`config.mk`:
```
export PLATFORM = sky130hd
export DESIGN_NAME = instr_stream_encoder_flat
export DESIGN_NICKNAME = d
export VERILOG_FILES = /design/src/rtl/instr_stream_encoder_if.sv /design/src/rtl/instr_stream_encoder.sv /design/src/flat_wrapper.sv
export SDC_FILE = /design/constraint.sdc
export NUM_CORES = 1
export LEC_CHECK = 0
export ABC_AREA = 1
export BUFFER_PORTS_ARGS = -buffer_cell sky130_fd_sc_hd__buf_2
export CAP_MARGIN = 20
export CORE_MARGIN = 2
export CORE_UTILIZATION = 45
export DETAILED_ROUTE_END_ITERATION = 6
export PLACE_DENSITY_LB_ADDON = 0.05
export SLEW_MARGIN = 10
export SYNTH_ARGS = -nofsm -noshare
export SYNTH_HDL_FRONTEND = slang
export SYNTH_SLANG_ARGS = --single-unit
```
`constraint.sdc`:
```
create_clock -name clk -period 1.8 [get_ports clk]
set_input_delay 0.18 -clock clk [delete_from_list [all_inputs] [get_ports clk]]
set_output_delay 0.18 -clock clk [all_outputs]
set_load 0.01 [all_outputs]
```
`src/rtl/instr_stream_encoder_if.sv`:
```
// Field-bundle stream into the encoder plus the instruction-memory write bus and load status.
// slave = encoder side, master = producer / memory side.
interface instr_stream_encoder_if #(
    parameter int ADDR_W = 8
);
    logic              in_valid;
    logic              in_ready;
    logic [4:0]        in_op;
    logic [4:0]        in_rs;
    logic [4:0]        in_rt;
    logic [4:0]        in_rd;
    logic [4:0]        in_shamt;
    logic [15:0]       in_imm;
    logic [25:0]       in_target;
    logic              in_last;

    logic              mem_we;
    logic [ADDR_W-1:0] mem_addr;
    logic [31:0]       mem_wdata;
    logic [ADDR_W:0]   word_count;
    logic              err;
    logic              core_release;

    modport slave (
        input  in_valid, in_op, in_rs, in_rt, in_rd, in_shamt, in_imm, in_target, in_last,
        output in_ready,
        output mem_we, mem_addr, mem_wdata, word_count, err, core_release
    );

    modport master (
        output in_valid, in_op, in_rs, in_rt, in_rd, in_shamt, in_imm, in_target, in_last,
        input  in_ready,
        input  mem_we, mem_addr, mem_wdata, word_count, err, core_release
    );
endinterface

```
`src/rtl/instr_stream_encoder.sv`:
```
// Packs symbolic instruction fields into 32-bit words and loads them into instruction memory.
// Latency: one cycle from acceptance to the mem_we pulse.
// Backpressure: in_ready only in LOAD and never in a start cycle; independent of in_valid.
module instr_stream_encoder #(
    parameter int ADDR_W    = 8,
    parameter int BASE_ADDR = 0
) (
    input  logic                   clk,
    input  logic                   rst,
    input  logic                   start,
    instr_stream_encoder_if.slave  bus
);
    localparam logic [ADDR_W-1:0] BASE = ADDR_W'(BASE_ADDR);

    typedef enum logic [1:0] {IDLE, LOAD, FULL, DONE} state_t;

    typedef struct packed {
        logic [5:0] opcode;
        logic [4:0] rs;
        logic [4:0] rt;
        logic [4:0] rd;
        logic [4:0] shamt;
        logic [5:0] fun;
    } r_word_t;

    typedef struct packed {
        logic [5:0]  opcode;
        logic [4:0]  rs;
        logic [4:0]  rt;
        logic [15:0] imm;
    } i_word_t;

    state_t            state_q, state_d;
    logic [ADDR_W-1:0] ptr_q;
    logic [ADDR_W-1:0] addr_q;
    logic [31:0]       wdata_q;
    logic [ADDR_W:0]   count_q;
    logic              we_q;
    logic              err_q;

    logic              accept;
    logic              legal;
    logic [31:0]       enc_word;
    r_word_t           r_word;
    i_word_t           i_word;

    assign bus.in_ready = (state_q == LOAD) && !start;
    assign accept       = bus.in_valid && bus.in_ready;

    always_comb begin
        legal        = 1'b0;
        enc_word     = '0;
        r_word       = '{opcode: 6'b110000, rs: bus.in_rs, rt: bus.in_rt, rd: bus.in_rd,
                         shamt: bus.in_shamt, fun: {1'b0, bus.in_op}};
        i_word       = '{opcode: {3'b100, bus.in_op[2:0]}, rs: bus.in_rs, rt: bus.in_rt,
                         imm: bus.in_imm};
        if (bus.in_op <= 5'd13) begin
            legal    = 1'b1;
            enc_word = r_word;
        end else if (bus.in_op >= 5'd16 && bus.in_op <= 5'd23) begin
            // lw..slti are contiguous, so the low op bits select the I-type opcode directly
            legal    = 1'b1;
            enc_word = i_word;
        end else if (bus.in_op == 5'd24) begin
            legal    = 1'b1;
            enc_word = {6'b000000, bus.in_target};
        end
    end

    always_comb begin
        state_d = state_q;
        case (state_q)
            LOAD: begin
                if (accept) begin
                    if (bus.in_last) begin
                        state_d = DONE;
                    end else if (legal && (ptr_q == {ADDR_W{1'b1}})) begin
                        state_d = FULL;
                    end
                end
            end
            default: state_d = state_q;
        endcase
        if (start) begin
            state_d = LOAD;
        end
    end

    always_ff @(posedge clk) begin
        if (rst) begin
            state_q <= IDLE;
            ptr_q   <= BASE;
            addr_q  <= BASE;
            wdata_q <= '0;
            count_q <= '0;
            we_q    <= 1'b0;
            err_q   <= 1'b0;
        end else begin
            state_q <= state_d;
            we_q    <= accept && legal;
            if (start) begin
                ptr_q   <= BASE;
                addr_q  <= BASE;
                count_q <= '0;
                err_q   <= 1'b0;
            end else if (accept) begin
                if (legal) begin
                    addr_q  <= ptr_q;
                    wdata_q <= enc_word;
                    ptr_q   <= ptr_q + 1'b1;
                    count_q <= count_q + 1'b1;
                end else begin
                    err_q <= 1'b1;
                end
            end
        end
    end

    // A reset arriving while a write is registered suppresses that write
    assign bus.mem_we       = we_q && !rst;
    assign bus.mem_addr     = addr_q;
    assign bus.mem_wdata    = wdata_q;
    assign bus.word_count   = count_q;
    assign bus.err          = err_q;
    assign bus.core_release = (state_q == DONE);
endmodule

```
`src/flat_wrapper.sv`:
```
// flat-port wrapper written by rule: the top's interface ports become plain ports
module instr_stream_encoder_flat 
#(
    parameter int ADDR_W    = 8,
    parameter int BASE_ADDR = 0
)
  (clk, rst, start, bus_in_valid, bus_in_op, bus_in_rs, bus_in_rt, bus_in_rd, bus_in_shamt, bus_in_imm, bus_in_target, bus_in_last, bus_in_ready, bus_mem_we, bus_mem_addr, bus_mem_wdata, bus_word_count, bus_err, bus_core_release);
  instr_stream_encoder_if #(.ADDR_W(ADDR_W)) bus_i ();
  input  logic clk;
  input  logic rst;
  input  logic start;
  input wire logic [$bits(bus_i.in_valid)-1:0] bus_in_valid;
  input wire logic [$bits(bus_i.in_op)-1:0] bus_in_op;
  input wire logic [$bits(bus_i.in_rs)-1:0] bus_in_rs;
  input wire logic [$bits(bus_i.in_rt)-1:0] bus_in_rt;
  input wire logic [$bits(bus_i.in_rd)-1:0] bus_in_rd;
  input wire logic [$bits(bus_i.in_shamt)-1:0] bus_in_shamt;
  input wire logic [$bits(bus_i.in_imm)-1:0] bus_in_imm;
  input wire logic [$bits(bus_i.in_target)-1:0] bus_in_target;
  input wire logic [$bits(bus_i.in_last)-1:0] bus_in_last;
  output wire logic [$bits(bus_i.in_ready)-1:0] bus_in_ready;
  output wire logic [$bits(bus_i.mem_we)-1:0] bus_mem_we;
  output wire logic [$bits(bus_i.mem_addr)-1:0] bus_mem_addr;
  output wire logic [$bits(bus_i.mem_wdata)-1:0] bus_mem_wdata;
  output wire logic [$bits(bus_i.word_count)-1:0] bus_word_count;
  output wire logic [$bits(bus_i.err)-1:0] bus_err;
  output wire logic [$bits(bus_i.core_release)-1:0] bus_core_release;
  assign bus_i.in_valid = bus_in_valid;
  assign bus_i.in_op = bus_in_op;
  assign bus_i.in_rs = bus_in_rs;
  assign bus_i.in_rt = bus_in_rt;
  assign bus_i.in_rd = bus_in_rd;
  assign bus_i.in_shamt = bus_in_shamt;
  assign bus_i.in_imm = bus_in_imm;
  assign bus_i.in_target = bus_in_target;
  assign bus_i.in_last = bus_in_last;
  assign bus_in_ready = bus_i.in_ready;
  assign bus_mem_we = bus_i.mem_we;
  assign bus_mem_addr = bus_i.mem_addr;
  assign bus_mem_wdata = bus_i.mem_wdata;
  assign bus_word_count = bus_i.word_count;
  assign bus_err = bus_i.err;
  assign bus_core_release = bus_i.core_release;
  instr_stream_encoder #(.ADDR_W(ADDR_W), .BASE_ADDR(BASE_ADDR)) u_core (.clk(clk), .rst(rst), .start(start), .bus(bus_i));
endmodule
```
=== Word level (Yosys, flattened, before mapping) ===
Index checks and enable logic that the tools add are counted.

* Add/subtract/negate cells: 2
* Magnitude comparators: 3
* Equal/unequal tests: 4
* Mux-type cells: 11
* Bitwise operators: 2
* Reductions and logical operators: 18

{| class="wikitable"
|+ Operators with widths
! kind !! number
|-
| $mux W32 || 2
|-
| $mux W26 || 1
|-
| $add A9 B1 Y9 const B || 1
|-
| $reduce_and A3 Y1 || 3
|-
| $add A8 B1 Y8 const B || 1
|-
| $eq A8 B8 Y1 const B || 1
|-
| $logic_and A1 B1 Y1 || 6
|-
| $mux W1 || 6
|-
| $reduce_bool A2 Y1 || 3
|-
| $eq A5 B5 Y1 const B || 1
|-
| $ge A5 B5 Y1 const B || 1
|-
| $le A5 B4 Y1 const B || 1
|-
| $le A5 B5 Y1 const B || 1
|-
| $mux W2 || 2
|-
| $reduce_and A2 Y1 || 2
|-
| $reduce_bool A3 Y1 || 1
|-
| $eq A2 B1 Y1 const B || 1
|-
| $eq A2 B2 Y1 const B || 1
|-
| $logic_not A1 Y1 || 2
|-
| $not A1 Y1 || 2
|-
| $reduce_or A2 Y1 || 1
|}

* Bits in registers: 61
* Input port bits: 72
* Output and inout bits: 53
* Logic and storage cells: 48

=== Logic depth before layout (Yosys ltp) ===
* Word-level depth: 10
* Depth in mapped cells: 10

=== Least setup slack after synthesis ===
OpenSTA, ideal clock, no wires.

* Path kind: reg-to-reg
* Start: register u_core.state_q[1]
* End: register u_core.ptr_q[4]
* Library setup time: 0.117 ns
* Data arrival time: 1.224 ns
* Required time: 1.683 ns
* Slack: 0.458 ns
* Stages on the path, launching flop included: 8
* Cells stage by stage: dfxtp_1 -> inv_1 -> nand2_1 -> nor3_2 -> nand2_4 -> buf_4 -> o21ai_0 -> nor2_1

* Word-level cells in the longest chain between the ends: 4

{| class="wikitable"
|+ RTL lines
! element !! line !! RTL
|-
| from (decl) || instr_stream_encoder.sv:33 || <nowiki>state_t state_q, state_d;</nowiki>
|-
| from (signal assigned) || instr_stream_encoder.sv:99 || <nowiki>state_q <= state_d;</nowiki>
|-
| $eq A2 B1 Y1 || instr_stream_encoder.sv:47 || <nowiki>assign bus.in_ready = (state_q == LOAD) && !start;</nowiki>
|-
| $logic_and A1 B1 Y1 || instr_stream_encoder.sv:47 ||
|-
| $logic_and A1 B1 Y1 || instr_stream_encoder.sv:48 || <nowiki>assign accept = bus.in_valid && bus.in_ready;</nowiki>
|-
| $reduce_and A2 Y1 (no line) || -- ||
|-
| to (signal assigned) || instr_stream_encoder.sv:110 || <nowiki>ptr_q <= ptr_q + 1'b1;</nowiki>
|-
| to (decl) || instr_stream_encoder.sv:34 || <nowiki>logic [ADDR_W-1:0] ptr_q;</nowiki>
|}

No other way between the ends.
A chain may end at the register's enable or synchronous reset.

=== Worst setup path in the final report ===
* Start: register u_core.state_q[0]
* End: register u_core.ptr_q[0]

The elaborated chain is that of the path after synthesis.

==> impl_metrics.json <==
{
  "htreeDepth": 3,
  "cts_setup_buffers": 0,
  "worst_pin_slew_ps": 540,
  "fmax_mhz": 615,
  "crit_fanout": 35,
  "switching_power_uw": 747,
  "clock_latency_ps": 340,
  "timing.rr.start": "u_core.state_q[0]",
  "required_ps": 2040,
  "crit_top_cell": "nand2_1",
  "pwr-share-comb_pct": 10.7,
  "cp-end-kind": "flop",
  "holdPathEnd": "u_core.bus.mem_wdata[30]",
  "crit_family": "simple AND/OR/NAND/NOR gates",
  "worstHoldStart": "rst",
  "vias": 3237,
  "cap_violations": 0,
  "setup_viol": 0,
  "cts_num_sinks": 60,
  "post-route-period-util_pct": 90.3,
  "path_buf_inv": 1,
  "cts_inserted_buffers": 9,
  "cp.arrival_ps": 1860,
  "ant_nets": 0,
  "peakVddDrop_mv": 0.344,
  "layout_setup_ws_ps": 174,
  "worst_hold_path.num_cells": 2,
  "netlist_area_mm2": 0.00302,
  "track_usage_pct": 22.6,
  "worstPathCellList": "nand2_1 -> nor3_2 -> nand2_4 -> inv_4 -> nand2_1 -> nand2_1 -> nor2_1",
  "hold_violations": 0,
  "synthToLayoutAreaGrowth_pct": 29.3,
  "port_buffers": 123,
  "antenna_found_initial": 0,
  "gp_congestion": 0.819,
  "rows": 29,
  "power_density_mw_per_mm2": 768,
  "rsz0062_at_grt": "false",
  "grt_pass1_vias": 2931,
  "clkPwrFrac_pct": 44.0,
  "avgViaCountPerCell": 4.93,
  "ioPinCount": 125,
  "synth_seq_cells": 60,
  "critPathKind": "flop to flop",
  "drive_above_1_share_pct": 28.0,
  "dp_hpwl_mm": 5.78,
  "die_x_um": 86.0,
  "fin_setup_tns_ps": 0,
  "timing.reg2reg.setup_slack_ps": 170,
  "yosysSeqAreaShare_pct": 39.7,
  "critPathLaunchType": "flop",
  "syn_avg_cell_area_um2": 6.70,
  "ys_warn_count": 0,
  "post-route-drc-count": 0,
  "wl_per_cell_um": 12.1,
  "synth_cells": 451,
  "swShare_pct": 24.9,
  "diodes": 0,
  "cts_resized": 0,
  "cts_root_buffer": "clkbuf_8",
  "clk_pin_slew_worst_paths_ps": 70,
  "core_mm2": 0.00642,
  "cpPeakStageDelay_ps": 370,
  "die_h_um": 86.0,
  "synth_nets": 525,
  "reg2reg_depth": 7,
  "layout_common_cells": "129 x nand2_1, 123 x buf_2, 60 x dfxtp_1",
  "leakage_nw": 2.07,
  "wl_mm": 7.97,
  "dr.pass1.iters": 5,
  "post-place-ws_ps": 152,
  "skew_ps": 6.36,
  "p_int_mw": 2.26,
  "fillerInstances": 636,
  "relSlewSlack_pct": 64.0,
  "min_period_ps": 1630,
  "nNetsFinal": 648,
  "cts_tree": "done",
  "grt_max_degree": 36,
  "crit_path_top_delay_cell": "dfxtp_1",
  "hp-class": "input pin to flop",
  "dieArea_mm2": 0.00739,
  "clockBufferDepth": 2,
  "outcome": "finished clean",
  "slew_violations": 0,
  "grt_pass1_wl_mm": 13.4,
  "postCtsHoldBufs": 0,
  "initial_core_util_pct": 47.1,
  "final_common_cell": "nand2_1",
  "synth_cell_type_count": 31,
  "r2r_end": "u_core.ptr_q[0]",
  "grt_overflow": 0,
  "seqPwrFrac_pct": 45.3,
  "drt_iter0_markers": 106,
  "final_util_pct": 60.9
}
==> cell families after synthesis <==
logic type | Yosys count | synth area share [%]
buf+inv | 73 | 10.6
simple gates | 256 | 37.5
fa+ha+maj | 2 | 0.828
other cells | 1 | 0.124
flops | 60 | 39.7
compound gates | 53 | 9.48
xor+xnor | 6 | 1.74
==> layer usage <==
layer | wire, µm | up-vias | track usage [%]
met5 | 0 | - | 0
met4 | 73 | 0 | 7.22
met3 | 572 | 9 | 6.74
met2 | 3750 | 105 | 37.2
met1 | 3570 | 1433 | 28.3
li1 | - | 1690 | -
==> worst register-to-register path, stage by stage (launching register included) <==
cell and delay, ps:
dfxtp_1 370, nand2_1 120, nor3_2 230, nand2_4 210, inv_4 330, nand2_1 140, nand2_1 90, nor2_1 40
==> synth_stat cells, drive strengths merged <==
library cell / number / area (µm²)
a21oi: 19 / 106
nand4: 22 / 138
nor3: 3 / 20.0
clkbuf: 8 / 30.0
inv: 50 / 190
o21bai: 1 / 7.51
dfxtp: 60 / 1200
buf: 15 / 101
nand3: 45 / 238
conb: 1 / 3.75
nor2: 54 / 229
ha: 2 / 25.0
nand2: 132 / 508
o21ai: 27 / 135
xnor2: 1 / 8.76
o22ai: 6 / 37.5
xor2: 5 / 43.8
==> final cells by class <==
class	count	area, µm²	share of cell area, %
inverter	50	190	4.87
tap	77	96.3	2.46
multi-input combinational	318	1500	38.4
timing repair buffer	135	706	18.1
clock buffer	9	124	3.17
sequential	60	1200	30.7
clock inverter	7	91.3	2.34
==> flip-flops by register name, summed over array words and instances (netlist names) <==
signal,flops
u_core.state_q,2
u_core.bus.mem_addr,8
u_core.we_q,1
u_core.bus.word_count,9
u_core.bus.err,1
u_core.bus.mem_wdata,31
u_core.ptr_q,8
==> worst max path at each step <==
stage                       from                      to  depth (start not counted)
2_1_floorplan  u_core.state_q[1]         u_core.ptr_q[4]                          7
3_3_place_gp        bus_in_op[3]         u_core.ptr_q[0]                         10
3_5_place_dp        bus_in_op[1]         u_core.ptr_q[0]                          9
4_1_cts        u_core.state_q[0]         u_core.ptr_q[0]                          7
5_1_grt        u_core.state_q[0]  u_core.bus.mem_addr[0]                          6
6_report       u_core.state_q[0]         u_core.ptr_q[0]                          7
==> through the flow <==
stage / instances / cell area [µm²] / power, mW / hold WS, ps
after floorplan: 451 / 3020 / 1.57 / 249
after global placement: 640 / 3690 / 1.71 / 440
after detailed placement: 640 / 3690 / 1.71 / 443
after CTS: 656 / 3910 / 3.04 / 79.1
after global routing: 656 / 3910 / 3.14 / 89.5
final: 656 / 3910 / 3.00 / 93.8
==> power groups by stage <==
stage / combinational, mW / sequential (mW) / clock, mW
detailed placement: 0.324 / 1.39 / 0
finish: 0.322 / 1.36 / 1.32
floorplan: 0.169 / 1.40 / 0
CTS: 0.324 / 1.36 / 1.35
global placement: 0.321 / 1.39 / 0
global route: 0.363 / 1.36 / 1.42
Power figures use the tool's default switching activity.
